`config.mk`:
```
export PLATFORM = sky130hd
export DESIGN_NAME = sram_arbiter
export DESIGN_NICKNAME = d
export VERILOG_FILES = /design/src/rtl/sram_arbiter.sv
export SDC_FILE = /design/constraint.sdc
export NUM_CORES = 1
export LEC_CHECK = 0
export ABC_CLOCK_PERIOD_IN_PS = 2800
export CORE_UTILIZATION = 40
export CTS_BUF_LIST = sky130_fd_sc_hd__clkbuf_8 sky130_fd_sc_hd__clkbuf_16
export DETAILED_ROUTE_END_ITERATION = 8
export HOLD_SLACK_MARGIN = 0.03
export PLACE_DENSITY = 0.81
export SYNTH_ARGS = -nofsm -noshare
export SYNTH_HDL_FRONTEND = slang
export SYNTH_SLANG_ARGS = --single-unit
```
`constraint.sdc`:
```
create_clock -name clk -period 2.8 [get_ports clk]
set_input_delay 0.42 -clock clk [delete_from_list [all_inputs] [get_ports clk]]
set_output_delay 0.42 -clock clk [all_outputs]
set_load 0.05 [all_outputs]
```
`src/rtl/sram_arbiter.sv`:
```
// -----------------------------------------------------------------------------
// sram_arbiter
//
// Time-shares the single external SRAM between NUM_PORTS masters (CPU data,
// VGA fetch, audio, timer/DMA). Each access is one req/ack transaction:
//   IDLE   : pick a winner, latch its address/data/direction
//   ACCESS : strobes asserted for RD_LAT (read) or WR_LAT (write) cycles
//   DONE   : strobes released, one-cycle ack to the winner
// so back-to-back accesses are L+2 cycles apart.
//
// Arbitration is round-robin starting after the last served port.
// Optional build macro SRAM_ARB_PORT0_PRIO_EN: port 0 (VGA fetch) always
// wins when requesting; the remaining ports rotate among themselves.
//
// Ports:
//   clk, rst_n           clock, asynchronous active-low reset
//   req/we               per-port request level and write(1)/read(0) select
//   addr/wdata           per-port address/write data, port p at [p*W +: W]
//   ack                  one-hot completion pulse
//   rdata                read data shared by all ports, held until next read
//   busy                 high whenever the FSM is not idle
//   gnt_id               index of the currently granted port
//   sram_ce_n/oe_n/we_n  active-low SRAM strobes
//   sram_addr/sram_din   address and data driven to the SRAM
//   sram_dout            data returned from the SRAM
// -----------------------------------------------------------------------------
module sram_arbiter #(
    parameter int NUM_PORTS = 3,
    parameter int DW        = 16,
    parameter int AW        = 16,
    parameter int RD_LAT    = 2,
    parameter int WR_LAT    = 1
) (
    input  logic                         clk,
    input  logic                         rst_n,
    input  logic [NUM_PORTS-1:0]         req,
    input  logic [NUM_PORTS-1:0]         we,
    input  logic [NUM_PORTS*AW-1:0]      addr,
    input  logic [NUM_PORTS*DW-1:0]      wdata,
    output logic [NUM_PORTS-1:0]         ack,
    output logic [DW-1:0]                rdata,
    output logic                         busy,
    output logic [$clog2(NUM_PORTS)-1:0] gnt_id,
    output logic                         sram_ce_n,
    output logic                         sram_oe_n,
    output logic                         sram_we_n,
    output logic [AW-1:0]                sram_addr,
    output logic [DW-1:0]                sram_din,
    input  logic [DW-1:0]                sram_dout
);

    localparam int GW     = $clog2(NUM_PORTS);
    localparam int MAXLAT = (RD_LAT > WR_LAT) ? RD_LAT : WR_LAT;
    localparam int CW     = $clog2(MAXLAT + 1);

    typedef enum logic [1:0] {
        IDLE   = 2'd0,
        ACCESS = 2'd1,
        DONE   = 2'd2
    } state_t;

    state_t          state;
    state_t          state_nx;
    logic [GW-1:0]   last;
    logic [CW-1:0]   cnt;
    logic            we_l;
    logic            win_vld;
    logic [GW-1:0]   win_id;
    logic [GW-1:0]   scan_id;
    int              scan_idx;

    // Round-robin winner. Offsets are scanned from the lowest priority
    // (last itself) up to the highest (last+1) so that the final assignment
    // is the first requester after last.
    always_comb begin
        win_vld  = 1'b0;
        win_id   = '0;
        scan_idx = 0;
        scan_id  = '0;
        for (int i = NUM_PORTS; i >= 1; i--) begin
            scan_idx = int'(last) + i;
            if (scan_idx >= NUM_PORTS) begin
                scan_idx = scan_idx - NUM_PORTS;
            end
            scan_id = GW'(scan_idx);
            if (req[scan_id]) begin
                win_vld = 1'b1;
                win_id  = scan_id;
            end
        end
`ifdef SRAM_ARB_PORT0_PRIO_EN
        if (req[0]) begin
            win_vld = 1'b1;
            win_id  = '0;
        end
`endif
    end

    always_ff @(posedge clk or negedge rst_n) begin
        if (!rst_n) begin
            state <= IDLE;
        end else begin
            state <= state_nx;
        end
    end

    // Strobes and ack decode straight from the state register, so an
    // asynchronous reset releases the SRAM immediately without a clock edge.
    // Output enable follows the latched direction: low for reads only.
    always_comb begin
        state_nx  = state;
        ack       = '0;
        busy      = 1'b1;
        sram_ce_n = 1'b1;
        sram_oe_n = 1'b1;
        sram_we_n = 1'b1;
        case (state)
            IDLE: begin
                busy = 1'b0;
                if (win_vld) begin
                    state_nx = ACCESS;
                end
            end
            ACCESS: begin
                sram_ce_n = 1'b0;
                sram_oe_n = we_l;
                sram_we_n = !we_l;
                if (cnt == '0) begin
                    state_nx = DONE;
                end
            end
            DONE: begin
                ack[gnt_id] = 1'b1;
                state_nx    = IDLE;
            end
            default: begin
                state_nx = IDLE;
            end
        endcase
    end

    always_ff @(posedge clk or negedge rst_n) begin
        if (!rst_n) begin
            gnt_id    <= '0;
            last      <= GW'(NUM_PORTS - 1);
            we_l      <= 1'b0;
            cnt       <= '0;
            sram_addr <= '0;
            sram_din  <= '0;
            rdata     <= '0;
        end else begin
            case (state)
                IDLE: begin
                    if (win_vld) begin
                        gnt_id    <= win_id;
                        we_l      <= we[win_id];
                        sram_addr <= addr[int'(win_id)*AW +: AW];
                        sram_din  <= wdata[int'(win_id)*DW +: DW];
                        cnt       <= we[win_id] ? CW'(WR_LAT - 1) : CW'(RD_LAT - 1);
                    end
                end
                ACCESS: begin
                    // Counter at zero marks the last strobe cycle; read data
                    // is sampled on the same edge that moves to DONE.
                    if (cnt == '0) begin
                        if (!we_l) begin
                            rdata <= sram_dout;
                        end
                    end else begin
                        cnt <= cnt - CW'(1);
                    end
                end
                DONE: begin
`ifdef SRAM_ARB_PORT0_PRIO_EN
                    // Port 0 sits outside the rotation.
                    if (gnt_id != '0) begin
                        last <= gnt_id;
                    end
`else
                    last <= gnt_id;
`endif
                end
                default: begin
                end
            endcase
        end
    end

endmodule

```
==> impl_results.md, run 1 <==
- Run status: finished clean
- Minimum clock period: 2.48 ns
- Post-Synthesis Mean Instance Area: roughly 9.5 um2
- Internal power contribution: 0.00359 W
- Met3 Track Usage GR: 0.0380
- Maximum number of pins on one net before global-route repair: 68
- Proportion of netlist area held by the largest area contributor: 0.411
- Clock input transition at the sequential cells of the worst setup and hold paths: 0.07 ns
- Pwr Density: 1340 nW/um2
- Core outline area: 8220 um2
- Initial standard-cell utilization of the core: 0.415
- Gpl congestion: 0.778
- Vias: between 3000 and 4000
- Length in cells of the worst reg-to-reg path: 8
- Max capacitance violation total: 0
- Residual overflow from global routing: 0
- Synth Net Count: 482
- Delay of the slowest cell on the worst path: 0.54 ns
- Overall fraction of global-route tracks in use: 0.231
- Endpoint of the worst setup timing path: we_l
- # DRC: 0
- Die extent in y: around 94 um
- NumNets Final: 656
- Total iterations of the first detailed-routing run: 4
- Total number of placement rows: 33
- Maximum clock path buffer count: 2
- Share of total power in the clock network: 0.087
- Sum of negative setup slack: 0 ns
- Worst-margin pin slew: 0.926 ns
- RSZ-0062 raised after global routing: no
- Critical path data required time: 3.00 ns
- Final Cell Area: 5450 um2
- Wire length of the first global-routing pass: 15700 um
- Dpl ws: 0.345 ns
- Hpwl dp: between 7000 and 8000 um
- Violation count after the first detailed-routing iteration: 100
- Share of synthesized area occupied by flip-flops and latches: 0.419
- Total wire length after detailed routing: 10200 um
- Met1 Track Usage GR: 0.281
- H-Tree Level Count: 3
- Count of distinct cell types in the synthesized netlist: 39
- Number of hold-slack violations in the final timing report: 0
- Remaining number of nets flagged by the antenna check after routing: 0
- Worst Setup Start Kind: flip-flop
- Total leakage power: approximately 2.4 nW
- Diode count: 0
- Chip Width: 94.3 um
- Antenna violations before repair: 0
- Max Slew Vio Count: 0
- Die area: 8890 um2
- Cell count after synthesis: 358
- Number of I/O pins: 177
- Via count of the first global-routing pass: approximately 3400
- Per-cell routed wire length: 15.9 um
- Post-synthesis instance area: 3410 um2
- Class of the tightest hold or removal check: in2async
- Setup violators final: 0
- Share of power burned in registers: 0.212
- Max-slew headroom at the worst pin: 0.383
- CTS sink count: 57
- Final Cycle Share: 0.886
- Number of gates resized after cts: 0
- Hold-fix buffers, CTS: 0
- Number of buffers created by CTS: 9
- Number of synthesized register bits: 57
- Critical path arrival: 2.69 ns
- Critical R2R Launch: last[1]
- Post-synth top area cell: dfrtp_1
- Biggest area contributors in the synthesized netlist: dfrtp_1 (41%), o22ai_1 (12%), mux2i_1 (10%)
- RR Endpoint: we_l
- Clock insertion delay at the later pin of the skew report: 0.33 ns
- Post-route worst setup slack: 0.319 ns
- Placement-stage cell area: 5290 um2
- FMAX: between 400 and 500 MHz
- Critical Path Fanout Max: 17
- Worst setup slack for register-to-register paths: approximately 0.32 ns
- TritonCTS clock tree: yes
- Critical path class: reg2reg
- Sw frac: 0.506
- Crit path capture type: flip-flop
- Layout cells sized above 1: 0.104
- Worst setup path startpoint: last[1]
- Cell at the root of the clock tree: clkbuf_8
- Cell with the largest stage delay on the worst path: dfstp_2
- Yosys warnings: 0
- Port Buf Inserts: 176
- Area growth syn-to-layout: 59.9%
- Post-Route Utilization: 0.663
- Met2 capacity usage during global routing: 0.401
- Via density: 5.29
- Number of buffers inserted by post-CTS setup repair: 0
- Switching pwr: 0.00368 W
- Combinational cell fraction of total power: 0.701
- Series of cell instances along the critical path: inv_1 > ha_1 > and4bb_1 > a211oi_4 > or2_1 > buf_4 > a31oi_1 > mux2_2
- Peak ir drop on the vdd network: 0.760 mV
- GR peak layer: met2
- Clock skew: around 0.010 ns
==> cells by family (layout without fill, tap and decap cells) <==
family,after synthesis,in the layout,synth area share
xor gates and xnor gates,1,1,0.00257
adders and majority gates,4,4,0.0147
AOI/OAI and AO/OA,111,111,0.221
buffers and inverters,70,248,0.0936
DFF,57,57,0.419
and+or+nand+nor,61,61,0.0830
muxes,54,54,0.166
==> worst max-delay path, delay by kind of cell (launching register included) <==
family,cells,cell delay [ns]
mux,1,0.28
compound gates,2,0.41
buf+inv,2,0.30
fa+ha+maj,1,0.38
flops,1,0.54
simple gates,2,0.45
==> area by class of cell <==
cell class	instances	area, um2
clock buffer	10	138
tap	105	131
clock inverter	5	23.8
inverter	42	158
multi-input combinational	231	1680
fill	662	2770
sequential	57	1430
timing repair buffer	191	1890
==> metal layers <==
layer / part of all wire / vias up
li1: - / 1619
met1: 0.42 / 1598
met2: 0.50 / 154
met3: 0.060 / 22
met4: 0.021 / 0
met5: 0 / -
==> power by group through the flow <==
stage / Clock, W / Sequential (W) / Combinational [W]
floorplan: 0 / 0.00280 / 0.00228
global placement: 0 / 0.00153 / 0.00499
detailed placement: 0 / 0.00155 / 0.00510
CTS: 0.000651 / 0.00154 / 0.00511
global route: 0.000688 / 0.00159 / 0.00541
finish: 0.000631 / 0.00154 / 0.00510
==> placed cells by master (no fill, tap or decap), drive strengths merged, types with 2 or more instances in the layout <==
cell,count
a211oi,2
a21boi,32
a21oi,2
buf,16
clkbuf,10
clkdlybuf4s50,175
clkinv,4
dfrtp,56
ha,4
inv,43
mux2,19
mux2i,35
nand2,39
nand2b,4
nor2,2
nor3,5
o21ai,5
o22ai,65
or2,2
==> how the worst min path moves through the flow <==
stage	to	slack (ns)
after floorplan	cnt[0]	0.12
after global placement	state[0]	0.46
after detailed placement	state[0]	0.45
after CTS	sram_din[7]	0.25
after global routing	sram_din[7]	0.30
final	sram_din[3]	0.22
==> cells in the mapped netlist (all sizes together) <==
cell type,number
o22ai,65
dfrtp,56
inv,42
nand2,39
mux2i,35
a21boi,32
mux2,19
buf,15
clkbuf,13
nor3,5
o21ai,5
ha,4
nand2b,4
a211oi,2
a21oi,2
nor2,2
or2,2
a22o,1
a31oi,1
and2,1
and2b,1
and3,1
and4bb,1
dfstp,1
nand3,1
nor2b,1
nor3b,1
o2111a,1
o2111ai,1
o211a,1
or3,1
or3b,1
xnor2,1
==> state kept, by name (all words and copies together), names as in the netlist <==
signal and flops:
last 2, sram_addr 16, gnt_id 2, cnt 2, we_l 1, rdata 16, state 2, sram_din 16
==> metrics by stage <==
step / hold WS, ns / power [W] / instances
after detailed placement: 0.455 / 0.00665 / 626
after floorplan: 0.124 / 0.00508 / 358
final: 0.223 / 0.00727 / 641
after global routing: 0.296 / 0.00769 / 641
after global placement: 0.456 / 0.00652 / 626
after CTS: 0.252 / 0.00730 / 641
No activity file was read; power rests on OpenSTA's default activity.
==> run 2, diff against run 1 <==
--- a/config.mk
+++ b/config.mk
@@ -9,8 +9,10 @@
 export CORE_UTILIZATION = 40
 export CTS_BUF_LIST = sky130_fd_sc_hd__clkbuf_8 sky130_fd_sc_hd__clkbuf_16
 export DETAILED_ROUTE_END_ITERATION = 8
+export GPL_TIMING_DRIVEN = 0
 export HOLD_SLACK_MARGIN = 0.03
 export PLACE_DENSITY = 0.81
+export SKIP_LAST_GASP = 1
 export SYNTH_ARGS = -nofsm -noshare
 export SYNTH_HDL_FRONTEND = slang
 export SYNTH_SLANG_ARGS = --single-unit
==> run 2 against run 1 <==
Effect of this change: register-to-register slack lost 0.15 ns; maximum frequency fell by 5.8%; largest cell class unchanged; utilization rose by 0.93 points; sequential share of layout area shrank 0.36 points; die area unchanged; total power increased by 2.7%; worst hold slack got worse by 0.11 ns; cell area up 1.4%; combinational power barely moved; setup slack got worse by 0.15 ns.
==> impl_results.md, run 2 (same netlist as run 1, synthesis figures left out) <==
- Remaining number of nets flagged by the antenna check after routing: 0
- Non-Filler Instances: 656
- Violation count after the first detailed-routing iteration: 110
- Final Cycle Share: 0.940
- Max Slew Vio Count: 0
- Crit path capture type: flip-flop
- Dpl ws: 0.159 ns
- Minimum clock period: 2.63 ns
- Max capacitance violation total: 0
- Post-placement cell count: 640
- Delay of the slowest cell on the worst path: approximately 0.48 ns
- Via count of the first global-routing pass: 3433
- Vias: 3446
- Clock input transition at the sequential cells of the worst setup and hold paths: 0.07 ns
- Total number of placement rows: 33
- Area growth syn-to-layout: 62.1%
- H-Tree Level Count: 3
- TritonCTS clock tree: yes
- Family of cells with the greatest summed delay on the critical path: compound AO/OA/AOI/OAI gates
- # DRC: 0
- Port Buf Inserts: 176
- Length in cells of the worst reg-to-reg path: 8
- Run status: finished clean
- Buffers & Inverters on Critical Path: 2
- Via density: about 5.3
- Hpwl dp: 7930 um
- Worst-margin pin slew: 0.681 ns
- Maximum number of pins on one net before global-route repair: 31
- Most frequent standard cell in the layout excluding fill and tap cells: clkdlybuf4s50_1
- Setup violators final: 0
- Post-route worst setup slack: 0.168 ns
- Total leakage power: 2.41 nW
- Core outline area: around 8000 um2
- Per-cell routed wire length: 16.2 um
- Layout cells sized above 1: 0.0998
- Residual overflow from global routing: 0
- Critical path data required time: 3.01 ns
- Maximum clock path buffer count: 2
- Total number of cells along the worst setup path: 8
- Cell with the largest stage delay on the worst path: dfrtp_1
- Gpl congestion: about 0.76
- Overall fraction of global-route tracks in use: 0.244
- Largest registers in the final layout: rdata: 16 flops, sram_addr: 16 flops, sram_din: 16 flops
- FMAX: 380 MHz
- Die extent in y: 94.3 um
- Critical Path Fanout Max: 10
- Diode count: 0
- Chip Width: 94.3 um
- Critical path arrival: approximately 2.9 ns
- Clock insertion delay at the later pin of the skew report: ~0.34 ns
- Leading cell types in the layout, fill and taps excluded: clkdlybuf4s50_1 (175), o22ai_1 (65), dfrtp_1 (56)
- Total iterations of the first detailed-routing run: 5
- RSZ-0062 raised after global routing: no
- CTS sink count: 57
- Post-Route Utilization: 0.672
- Antenna violations before repair: 0
- Class of the tightest hold or removal check: in2async
- Wire length of the first global-routing pass: approximately 16000 um
- Worst Setup Start Kind: flip-flop
- Critical path class: reg2reg
- NumNets Final: 670
- Die area: 8890 um2
- Number of buffers inserted by post-CTS setup repair: 0
- Total wire length after detailed routing: 10600 um
- Pwr Density: ~1400 nW/um2
- Series of cell instances along the critical path: inv_1 > ha_1 > mux2i_1 > o21ai_1 > clkbuf_1 > o22ai_1 > o22ai_1 > mux2i_1
- Initial standard-cell utilization of the core: 0.415
- Clock skew: around 0.011 ns
- Max-slew headroom at the worst pin: 0.546
- Number of buffers created by CTS: 9
- Cell at the root of the clock tree: clkbuf_8
- Number of I/O pins: 177
- Sum of negative setup slack: 0 ns
- Number of hold-slack violations in the final timing report: 0
- Worst-case hold slack: 0.113 ns
- Peak ir drop on the vdd network: around 0.70 mV
==> run 2: changes by cell type in the layout (fill, tap and decap cells not counted), sizes merged <==
cell    previous run  this run
clkbuf            10        25
inv               43        44
clkinv             4         1
buf               16        17
bufinv             0         1
==> run 2: power breakdown <==
group          switching (W)  total, W  leakage [nW]  internal (W)
clock network       0.000333  0.000809         0.115      0.000476
logic                0.00315   0.00513          1.62       0.00199
registers           0.000253   0.00153         0.670       0.00128
==> run 2: path summary, 6_finish.rpt <==
check | from | end | slack (ns)
max | last[0] | sram_addr[1] | 0.17
min | rst_n | sram_din[7] | 0.11
max reg2reg | last[0] | sram_addr[1] | 0.17
min reg2reg | state[1] | state[0] | 0.47
max in group asynchronous | rst_n | sram_din[10] | 2.08
min in group clk | state[1] | state[0] | 0.47
==> run 2: layer usage <==
metal | up-vias | routed length [um] | share of wire | global-route usage
met2 | 144 | 5390 | 0.51 | 0.426
li1 | 1648 | - | - | -
met3 | 19 | 727 | 0.069 | 0.0534
met5 | - | 0 | 0 | 0
met4 | 0 | 190 | 0.018 | 0.0936
met1 | 1635 | 4290 | 0.40 | 0.289
==> run 2: timing repair <==
| item | in CTS | in global routing |
|---|---|---|
| resized for setup | 0 | 2 |
| hold buffers | 0 | 0 |
| setup endpoints to repair | 0 | 6 |
==> run 2: cell type report <==
| class | instances | area [um2] |
|---|---|---|
| timing repair buffer | 177 | 1780 |
| inverter | 42 | 158 |
| clock buffer | 12 | 165 |
| clock inverter | 4 | 42.5 |
| sequential | 57 | 1430 |
| tap | 105 | 131 |
| multi-input combinational | 231 | 1660 |
| fill | 673 | 2690 |
| buffer | 28 | 163 |
==> run 2: stage by stage <==
| step | power, W | instance area (um2) |
|---|---|---|
| final | 0.00747 | 5520 |
| after global routing | 0.00788 | 5520 |
| after CTS | 0.00751 | 5520 |
| after detailed placement | 0.00668 | 5320 |
| after global placement | 0.00654 | 5300 |
| after floorplan | 0.00508 | 3410 |
==> run 2: worst reg2reg max path: cells and delay by family, from the launching register on <==
kind	cells	cell delay [ns]
buffers and inverters	2	0.59
flip-flops	1	0.48
AO/OA/AOI/OAI	3	0.74
adder cells (fa/ha/maj)	1	0.42
multiplexers	2	0.29
